$ cat src/rtl/keypad_scan.sv
// keypad_scan: 4x4 hex keypad scanner with frame-based debounce.
//   Drives one active-low column per slot, senses active-low rows, classifies
//   each full 4-column frame (NONE / single KEY / MULTI) and debounces the
//   result. Each accepted key produces a one-cycle strobe and is shifted into
//   a 16-bit register of the last four codes.
// Ports:
//   clk       system clock
//   rst       asynchronous active-low reset
//   row[3:0]  row sense, active-low, asynchronous to clk
//   col[3:0]  column drive, active-low, exactly one bit low
//   key_code  code (4*row + col) of the last accepted key
//   key_valid one-cycle strobe per accepted key
//   data_key  last four accepted codes, newest in [3:0]
module keypad_scan #(
  parameter int SCAN_DIV       = 100000,
  parameter int DEBOUNCE_SCANS = 4
) (
  input  logic        clk,
  input  logic        rst,
  input  logic [3:0]  row,
  output logic [3:0]  col,
  output logic [3:0]  key_code,
  output logic        key_valid,
  output logic [15:0] data_key
);

  localparam int                DIV_W    = $clog2(SCAN_DIV);
  localparam logic [DIV_W-1:0]  DIV_LAST = DIV_W'(SCAN_DIV - 1);
  localparam logic [3:0]        DEB_N    = 4'(DEBOUNCE_SCANS);

  localparam logic [1:0] IDLE     = 2'd0;
  localparam logic [1:0] DEBOUNCE = 2'd1;
  localparam logic [1:0] HELD     = 2'd2;
  localparam logic [1:0] RELEASE  = 2'd3;

  logic [3:0]       row_p0, row_p1;
  logic [DIV_W-1:0] div_cnt;
  logic [1:0]       col_idx;
  logic [1:0]       acc_n;      // active samples so far this frame, saturates at 2
  logic [3:0]       acc_code;
  logic [1:0]       state, state_n;
  logic [3:0]       cand, cand_n;
  logic [3:0]       cnt, cnt_n;

  logic [3:0]       act;
  logic [2:0]       n_now;
  logic [1:0]       r_now;
  logic [2:0]       sum_n;
  logic [3:0]       merged_code;
  logic             slot_end, frame_end, frame_key, frame_none;
  logic             accept;
  logic [3:0]       accept_code;

  assign col = ~(4'b0001 << col_idx);

  // Stage p0/p1: two-flop synchroniser for the asynchronous row inputs
  always_ff @(posedge clk or negedge rst) begin
    if (!rst) begin
      row_p0 <= 4'b1111;
      row_p1 <= 4'b1111;
    end else begin
      row_p0 <= row;
      row_p1 <= row_p0;
    end
  end

  // Column slot timing and per-sample classification
  assign slot_end  = (div_cnt == DIV_LAST);
  assign frame_end = slot_end && (col_idx == 2'd3);
  assign act       = ~row_p1;

  always_comb begin
    n_now = 3'd0;
    r_now = 2'd0;
    for (int i = 3; i >= 0; i--) begin
      n_now = n_now + 3'(act[i]);
      if (act[i]) r_now = 2'(i);
    end
    sum_n       = 3'(acc_n) + n_now;
    // When the frame total is exactly one, the lone hit is either already
    // in the accumulator or in this sample.
    merged_code = (acc_n == 2'd0) ? {r_now, col_idx} : acc_code;
    frame_key   = frame_end && (sum_n == 3'd1);
    frame_none  = frame_end && (sum_n == 3'd0);
  end

  always_ff @(posedge clk or negedge rst) begin
    if (!rst) begin
      div_cnt  <= '0;
      col_idx  <= 2'd0;
      acc_n    <= 2'd0;
      acc_code <= 4'd0;
    end else if (slot_end) begin
      div_cnt <= '0;
      col_idx <= col_idx + 2'd1;
      if (col_idx == 2'd3) begin
        acc_n    <= 2'd0;
        acc_code <= 4'd0;
      end else begin
        acc_n    <= (sum_n >= 3'd2) ? 2'd2 : sum_n[1:0];
        acc_code <= merged_code;
      end
    end else begin
      div_cnt <= div_cnt + 1'b1;
    end
  end

  // Debounce FSM, advanced only at frame end
  always_comb begin
    state_n     = state;
    cand_n      = cand;
    cnt_n       = cnt;
    accept      = 1'b0;
    accept_code = cand;
    if (frame_end) begin
      case (state)
        IDLE: begin
          if (frame_key) begin
            if (DEB_N == 4'd1) begin
              accept      = 1'b1;
              accept_code = merged_code;
              cand_n      = merged_code;
              cnt_n       = 4'd0;
              state_n     = HELD;
            end else begin
              cand_n  = merged_code;
              cnt_n   = 4'd1;
              state_n = DEBOUNCE;
            end
          end
        end
        DEBOUNCE: begin
          if (!frame_key) begin
            cnt_n   = 4'd0;
            state_n = IDLE;
          end else if (merged_code != cand) begin
            cand_n = merged_code;
            cnt_n  = 4'd1;
          end else if (cnt + 4'd1 == DEB_N) begin
            accept  = 1'b1;
            cnt_n   = 4'd0;
            state_n = HELD;
          end else begin
            cnt_n = cnt + 4'd1;
          end
        end
        HELD: begin
          if (frame_none) begin
            if (DEB_N == 4'd1) begin
              cnt_n   = 4'd0;
              state_n = IDLE;
            end else begin
              cnt_n   = 4'd1;
              state_n = RELEASE;
            end
          end
        end
        default: begin
          if (!frame_none) begin
            cnt_n   = 4'd0;
            state_n = HELD;
          end else if (cnt + 4'd1 == DEB_N) begin
            cnt_n   = 4'd0;
            state_n = IDLE;
          end else begin
            cnt_n = cnt + 4'd1;
          end
        end
      endcase
    end
  end

  always_ff @(posedge clk or negedge rst) begin
    if (!rst) begin
      state <= IDLE;
      cand  <= 4'd0;
      cnt   <= 4'd0;
    end else begin
      state <= state_n;
      cand  <= cand_n;
      cnt   <= cnt_n;
    end
  end

  // Output stage: strobe and code history registered on the frame-end edge
  always_ff @(posedge clk or negedge rst) begin
    if (!rst) begin
      key_valid <= 1'b0;
      key_code  <= 4'd0;
      data_key  <= 16'd0;
    end else begin
      key_valid <= accept;
      if (accept) begin
        key_code <= accept_code;
        data_key <= {data_key[11:0], accept_code};
      end
    end
  end

endmodule
$ cat config.mk
export PLATFORM = sky130hd
export DESIGN_NAME = keypad_scan
export DESIGN_NICKNAME = d
export VERILOG_FILES = /design/src/rtl/keypad_scan.sv
export SDC_FILE = /design/constraint.sdc
export NUM_CORES = 1
export LEC_CHECK = 0
export ABC_AREA = 1
export CORE_MARGIN = 2
export CORE_UTILIZATION = 50
export DETAILED_ROUTE_END_ITERATION = 10
export PLACE_DENSITY = 0.81
export SLEW_MARGIN = 15
export SYNTH_ARGS = -nofsm -noshare
export SYNTH_HDL_FRONTEND = slang
export SYNTH_SLANG_ARGS = --single-unit
$ cat constraint.sdc
create_clock -name clk -period 8 [get_ports clk]
set_input_delay 1.2 -clock clk [delete_from_list [all_inputs] [get_ports clk]]
set_output_delay 1.2 -clock clk [all_outputs]
set_load 0.005 [all_outputs]
==> Yosys cells after proc, flatten, opt, wreduce, memory -nomap -nowiden <==
Index checks and enable logic that the tools add are counted.
{ "word_totals": {"reg_bits": 64, "out_inout_bits": 25, "word_cells": 80, "input_bits": 6} }
{ "op_classes": {"order_cmp": 1, "reduce_logical": 10, "n_eq_ne": 14, "n_bitwise": 2, "n_mux": 33, "addsub": 7, "shift": 1} }
{ "op_table": {"columns": ["operator", "n"], "rows": [
  ["$mux W4", 11],
  ["$mux W2", 13],
  ["$add A17 B1 Y17 const B", 1],
  ["$eq A17 B17 Y1 const B", 1],
  ["$mux W17", 1],
  ["$pmux W4 S3", 1],
  ["$ne A2 B2 Y1 const B", 4],
  ["$not A4 Y4", 2],
  ["$pmux W4 S2", 1],
  ["$ne A3 B3 Y1 const B", 2],
  ["$pmux W2 S3", 1],
  ["$reduce_and A6 Y1", 1],
  ["$mux W1", 5],
  ["$ne A5 B1 Y1 const B", 1],
  ["$reduce_and A5 Y1", 1],
  ["$add A4 B1 Y4 const B", 1],
  ["$eq A2 B2 Y1 const B", 2],
  ["$eq A4 B3 Y1 const B", 1],
  ["$logic_not A2 Y1", 2],
  ["$ne A4 B4 Y1", 1],
  ["$shl A1 B2 Y4 const A", 1],
  ["$add A2 B1 Y3", 1],
  ["$add A2 B3 Y3", 1],
  ["$add A3 B1 Y3", 1],
  ["9 further kinds", 11]
]} }

==> Depth between registers and ports, before layout <==
{ "depth": {"word_depth": 11, "depth_mapped": 15, "depth_no_buf": 15} }

==> Least setup slack after synthesis <==
OpenSTA, ideal clock, no wires.
{ "synth_timing": {"kind": "register -> register", "from": "register acc_n[0]", "to": "register state[1]", "setup_time_ps": 117, "t_arrival_ps": 2814, "path_buffers": 0, "required_ps": 7883, "stages_incl_launch_ff": 16, "slack_ps": 5069, "synth_period_minus_slack_ps": 2931, "cell_sequence": "dfrtp_1 -> inv_1 -> fa_1 -> inv_1 -> fa_1 -> fa_1 -> inv_1 -> nand2_1 -> nor2_1 -> o21ai_0 -> inv_1 -> nand3_1 -> a21oi_1 -> nand2_1 -> nand2_1 -> nand2_1"} }
{ "synth_via": {"elab_chain_len": 5, "word_cells_on_any_way": 17, "cone_classes": "add/sub (1); eq/ne (7); mux (4); reduce/logical (5)"} }
{ "synth_lines": {"columns": ["item", "line", "rtl"], "rows": [
  ["start, declared", "39", "logic [1:0] acc_n;"],
  ["start signal, assigned", "100", "acc_n <= (sum_n >= 3'd2) ? 2'd2 : sum_n[1:0];"],
  ["$add A2 B3 Y3 / $logic_not A2 Y1 (equally long branches)", "79, 82", null],
  ["$eq A3 B1 Y1 (tied with other cells)", "83", "frame_key = frame_end && (sum_n == 3'd1);"],
  ["$logic_and A1 B1 Y1 (tied with other cells)", "83", null],
  ["$ne A3 B3 Y1 (no line) (tied with other cells)", null, null],
  ["$reduce_and A6 Y1 (no line) / $pmux W2 S3 (equally long branches)", null, null],
  ["end signal, assigned", "179", "state <= state_n;"],
  ["end, declared", "41", "logic [1:0] state, state_n;"]
]} }
Parallel ways exist; a longest one is shown, timed or not.
A chain may end at the register's enable or synchronous reset.

==> Final worst setup path <==
Ends and elaborated chain as after synthesis.

==> results by group <==
Route
  • Post-route ant nets: 0
  • Drt wl/cell: 12.1 um
  • Residual DRC count: 0
  • Via density: 5.00
  • Final wirelength: 6.27 mm
  • Detailed Route Iter0 Violations: 204
  • Vias: 2589
  • First-pass detailed-route iteration total: 4

Worst setup path
  • Reg2Reg Capture Point: state[1]
  • Critical Path End Type: flip-flop
  • Slowest cell on the critical path: fa_1
  • Reg2Reg Depth: 15
  • Startpoint Class: flip-flop
  • Largest delay contributor family on the critical path: adder cells
  • WS Path Type: reg2reg
  • CP Cell Sequence: inv_1 -> fa_1 -> inv_1 -> fa_1 -> fa_1 -> inv_1 -> nand2_1 -> nor2_1 -> o21ai_0 -> inv_1 -> nand3_1 -> a21oi_1 -> nand2_1 -> nand2_1 -> nand2_1
  • Critical path origin: acc_n[0]
  • Critical path endpoint: state[1]
  • Buf+Inv Stages, Crit Path: 4
  • Slowest stage delay, CP: 0.51 ns
  • Worst Path Required: 8.22 ns
  • Number of cells on the critical path: 15
  • R2R setup slack: 4.79 ns
  • Reg-to-Reg Start: acc_n[0]
  • Worst EP arrival: 3.43 ns
  • CP Max Fanout: 5

Place
  • Dpl hpwl: 4.51 mm
  • Port bufs: 30
  • RD Place Congestion: 0.853
  • DP Cell Count: 502

STA
  • Final slew viol count: 0
  • Least-Margin Pin Slew: 0.919 ns
  • Clk_skew: 0.0126 ns
  • Max_slew headroom: 0.385
  • Final period utilization: 0.401
  • Final Hold Fails: 0
  • Fmax: 312 MHz
  • RSZ-0062 raised after global routing: no
  • Setup Viol. Count Final: 0
  • Final period demand of the worst path: 3.21 ns
  • Setup TNS: 0 ns

Global routing
  • Initial antenna violation count: 0
  • M2 GR Usage: 0.307
  • Vias in the first global route: 2509
  • Met3 GRT Util: 0.0492
  • Busiest grt layer: met2
  • First-pass GRT wire length: 10.9 mm
  • Total gr overflow: 0
  • GR Util met1: 0.243
  • Largest net degree at the start of global routing: 61
  • Total track usage: 0.192

Clock network
  • Root Buffer: clkbuf_8
  • Clk buf depth: 2
  • CTS clk-pin slew, worst paths: 0.06 ns
  • Hold-fix buffers, CTS: 0
  • CTS resizes: 0
  • Post-CTS Setup Bufs: 0
  • Latest clock arrival within the worst-skew pair: 0.34 ns
  • Total CTS buffers: 9
  • CTS tree: built
  • CTS H-tree lvls: 3
  • CTS Sinks: 60

Min path
  • Min-delay worst type: reg2reg

Synth
  • YS warnings: 0
  • Mean Syn Cell Area: 8.01 sq um
  • Mapped Cells: 402
  • Synth Cell Area: 3220 sq um
  • Synth cell types: 34
  • Post-synthesis sequential area ratio: 0.470
  • FF+latch count, synth: 60
  • Synth Net Count: 422

Floorplanning
  • Die W: 84.2 um
  • Die ar.: 7090 sq um
  • Core area: 6280 sq um
  • Die Y: 84.2 um
  • Starting Density: 0.513
  • FP Rows: 29
  • Top-Level Pins: 31

Pwr
  • Worst vdd ir: 0.000131 V
  • Leak Pwr: 2.04 nW
  • Pwr Density: 173 nW/um^2

Final layout
  • Antenna diodes: 0
  • Final Instance Count excl. Fillers: 518
  • Nets: 456
  • Layout cells sized above 1: 0.0862
  • Area growth from synthesis to layout: 18.2%

Outcome
  • Status: finished, final reports clean

Flow run
  • Max-cap violations: 0
## where the power goes
group	total [mW]	switching, mW	internal [mW]
clock network	0.327	0.113	0.214
logic	0.0225	0.0159	0.00657
registers	0.308	0.00125	0.307
total	0.658	0.130	0.528
## how the worst min path moves through the flow
stage | startpoint | to | depth (start not counted)
after floorplan | row_p0[0] | row_p1[0] | 0
after CTS | row_p0[1] | row_p1[1] | 0
final | row_p0[3] | row_p1[3] | 0
after global placement | row_p0[2] | row_p1[2] | 0
after global routing | row_p0[3] | row_p1[3] | 0
after detailed placement | row_p0[3] | row_p1[3] | 0
## per-stage QoR
stage	cell area, sq um	power, mW	setup WS, ns	hold WS (ns)	utilization
after floorplan	3220	0.325	5.07	0.345	-
after global placement	3560	0.336	4.92	0.346	0.568
after detailed placement	3560	0.337	4.81	0.348	0.568
after CTS	3800	0.665	4.79	0.358	0.606
after global routing	3800	0.683	4.57	0.364	0.606
final	3800	0.658	4.79	0.355	0.606
## logic make-up (layout without fill, tap and decap cells)
group	after synthesis	count (layout)	share of synthesized area
and+or+nand+nor	226	226	0.314
buffers and inverters	73	112	0.0937
DFF	60	60	0.470
AOI/OAI and AO/OA	21	21	0.0397
adders and majority gates	14	14	0.0614
xor gates and xnor gates	8	8	0.0218
## cells in the mapped netlist (all sizes together)
cell	n	area, sq um
buf	7	53.8
xor2	7	61.3
clkbuf	2	7.51
inv	64	240
xnor2	1	8.76
fa	3	60.1
o22ai	4	25.0
o32ai	1	8.76
nand3	40	205
o21ai	9	48.8
and3	1	6.26
nand2	131	504
or2	1	6.26
nand3b	4	30.0
o2111ai	1	8.76
nand4	5	46.3
o221a	1	11.3
nor3	7	35.0
a21oi	5	25.0
nor4	1	6.26
dfstp	8	210
dfrtp	52	1300
nor2	36	170
ha	11	138
## routing by layer
| layer | vias to the layer above | share of wire | wire length [um] |
|---|---|---|---|
| li1 | 1316 | - | - |
| met1 | 1202 | 0.45 | 2820 |
| met2 | 61 | 0.49 | 3050 |
| met3 | 10 | 0.041 | 258 |
| met4 | 0 | 0.021 | 131 |
| met5 | - | 0 | 0 |
## worst reg2reg max path, cell delays in order, from the launching register on
cell	delay [ns]
dfrtp_1	0.34
inv_1	0.09
fa_1	0.51
inv_1	0.05
fa_1	0.37
fa_1	0.47
inv_1	0.07
nand2_1	0.07
nor2_1	0.27
o21ai_0	0.15
inv_1	0.09
nand3_1	0.17
a21oi_1	0.25
nand2_1	0.10
nand2_1	0.06
nand2_1	0.05
## cell usage in the layout, fill, tap and decap left out, types with 2 or more instances in the layout
master / instances
nand2_1: 128
inv_1: 63
dfrtp_1: 52
nand3_1: 39
nor2_1: 33
clkdlybuf4s50_1: 29
ha_1: 11
clkbuf_8: 10
o21ai_0: 8
dfstp_2: 8
nor3_1: 7
xor2_1: 7
a21oi_1: 5
nand4_1: 4
nand3b_1: 4
o22ai_1: 4
fa_1: 3
bufinv_16: 3
nor2_8: 2
nand2_2: 2
clkinv_2: 2
buf_4: 2
## layout make-up
cell class,count,area (sq um)
Sequential cell,60,1510
Tap cell,77,96.3
Inverter,64,240
Multi-Input combinational cell,269,1410
Timing Repair Buffer,32,310
Clock inverter,5,100
Clock buffer,11,141
Fill cell,546,2470
## state kept, by name (all words and copies together) (netlist names)
signal,cells
div_cnt,17
data_key,13
acc_code,4
accept_code,4
cnt,4
row_p0,4
row_p1,4
key_code,3
acc_n,2
col_idx,2
state,2
key_valid,1
Power figures use the tool's default switching activity.
==> RTL change: new RTL, config.mk and constraints unchanged <==
The output `key_valid` loses its register stage (`key_valid` becomes a continuous assignment). Comments in the files are not updated.
--- a/src/rtl/keypad_scan.sv
+++ b/src/rtl/keypad_scan.sv
@@ -185,11 +185,9 @@
   // Output stage: strobe and code history registered on the frame-end edge
   always_ff @(posedge clk or negedge rst) begin
     if (!rst) begin
-      key_valid <= 1'b0;
       key_code  <= 4'd0;
       data_key  <= 16'd0;
     end else begin
-      key_valid <= accept;
       if (accept) begin
         key_code <= accept_code;
         data_key <= {data_key[11:0], accept_code};
@@ -197,4 +195,6 @@
     end
   end
 
+  assign key_valid = accept;
+
 endmodule
Function: no difference found for any inputs over 10 cycles, from zero or initial values and one cycle with rst low; that may be too few to reach the edited logic, so the function may still have changed.
==> RTL change against the original RTL <==
Hold slack got worse by 0.60 ps; clock skew fell by 1.3 ps; area after synthesis fell by 0.78%; routed wire length fell by 1.4%; global-route usage rose by 0.50 points; core utilization fell by 0.64 points; total power fell by 4.5%; maximum frequency fell by 36%; final area fell by 1.1%; sequential cell count fell by 1; synthesized cell count fell by 0.25%; worst setup slack got worse by 1800 ps; critical endpoint is now key_valid; highest routed layer unchanged.
==> RTL change: results (changes against the original RTL) <==
[final_layout]
drive_above_1_share_pct=8.84  ; +0.23 points
largest_registers=div_cnt: 17 flops, data_key: 13 flops
layout.nets=456  ; unchanged
stdcell_count=518  ; unchanged
seqCellArea_um2=1490  ; -1.7%
n_fill_cell=552  ; +1.1%
diodes=0  ; unchanged

[clock_tree]
htreeDepth=3  ; unchanged
path_clk_slew_ps=70
cts-resized-gates=0  ; unchanged
cts_root_buf=clkbuf_8
clockBufferDepth=2  ; unchanged
insertion_delay_ps=350
post-cts-setup-buffers=0  ; unchanged
numCtsBuffers=9  ; unchanged

[worst_setup_path]
r2r_slack_ps=4720  ; -70 ps
cp_max_fo=17  ; +12
max_stage_delay_ps=520
timing.rr.end=state[1]
cp-startpoint=acc_n[0]
reg2reg_depth=15  ; unchanged
arrival_ps=3850  ; +420 ps
critPathTopFamily=adder cells
slowest_stage=fa_1
crit_path_end=key_valid

[worst_hold_path]
min-delay-start=row_p0[0]
worstHoldEndpoint=row_p1[0]
hp-class=reg2reg
hold_path_depth=0  ; unchanged

[grt]
grt_max_degree=60  ; -1.6%
antenna_found_initial=0  ; unchanged
grt_pass1_wl_mm=11.1  ; +1.2%
grt_pass1_vias=2541  ; +1.3%
grt_usage_pct=19.7  ; +0.50 points

[synthesis]
netlist_instances=401  ; -0.25%
ys_types=34  ; unchanged
yosysWarnings=0  ; unchanged
synth_flop_cell=dfrtp_1
synthTopCellsByArea=dfrtp_1 (40%), nand2_1 (15%), inv_1 (7.4%)
synth_nets=421  ; -0.24%
netlist_top_cells_count=nand2_1 (128), inv_1 (63), dfrtp_1 (51)
seq_area_frac_synth_pct=46.6  ; -0.42 points
synth-async-reset-ratio_pct=100  ; unchanged

[placed_design]
dp_cells=502  ; unchanged
dp_slack_ps=3300  ; -1510 ps
placed_area_um2=3550  ; -0.49%
io_buffers=30  ; unchanged
hpwl_mm=4.44  ; -1.5%
gp_congestion=0.850  ; -0.36%

[power]
ir_drop_mv=0.124  ; -5.6%
power.leakage_nw=2.02  ; -1.1%

[run_status]
status=finished, final reports clean

[sta]
skew_ps=11.2  ; -1.35 ps
postLayoutSetupSlackWorst_ps=2950  ; -1840 ps
worst_slew_pin_slew_ps=715  ; -204 ps
worst_hold_slack_ps=354  ; -0.598 ps

[route]
first_pass_iters=5  ; +1
drt_iter0_markers=240  ; +18%
wl_mm=6.18  ; -1.4%
dr_total_vias=2616  ; +1.0%

RTL change: final cells by class:
| class | instances | area share, % |
|---|---|---|
| sequential | 59 | 39.5 |
| multi-input combinational | 269 | 37.3 |
| timing repair buffer | 33 | 8.44 |
| inverter | 64 | 6.38 |
| clock buffer | 11 | 3.76 |
| tap | 77 | 2.56 |
| clock inverter | 5 | 2.06 |
RTL change: per-layer routing:
metal  share of wire [%]  vias to the layer above  global-route usage [%]
met2                  47                       53                    31.1
met5                   0                        -                       0
li1                    -                     1323                       -
met4                 2.5                        0                    7.92
met3                 4.3                       13                    6.33
met1                  46                     1227                    25.0
RTL change: kinds of logic after synthesis:
family,count (synthesis),synth area share (%)
xor gates and xnor gates,8,2.19
buffers and inverters,73,9.44
adders and majority gates,14,6.19
DFF,59,46.6
and+or+nand+nor,226,31.6
AOI/OAI and AO/OA,21,4.00
RTL change: power breakdown:
part	internal, mW	leakage [nW]	switching (mW)
registers	0.302	0.783	0.00115
clock network	0.183	0.109	0.120
logic	0.00651	1.12	0.0161
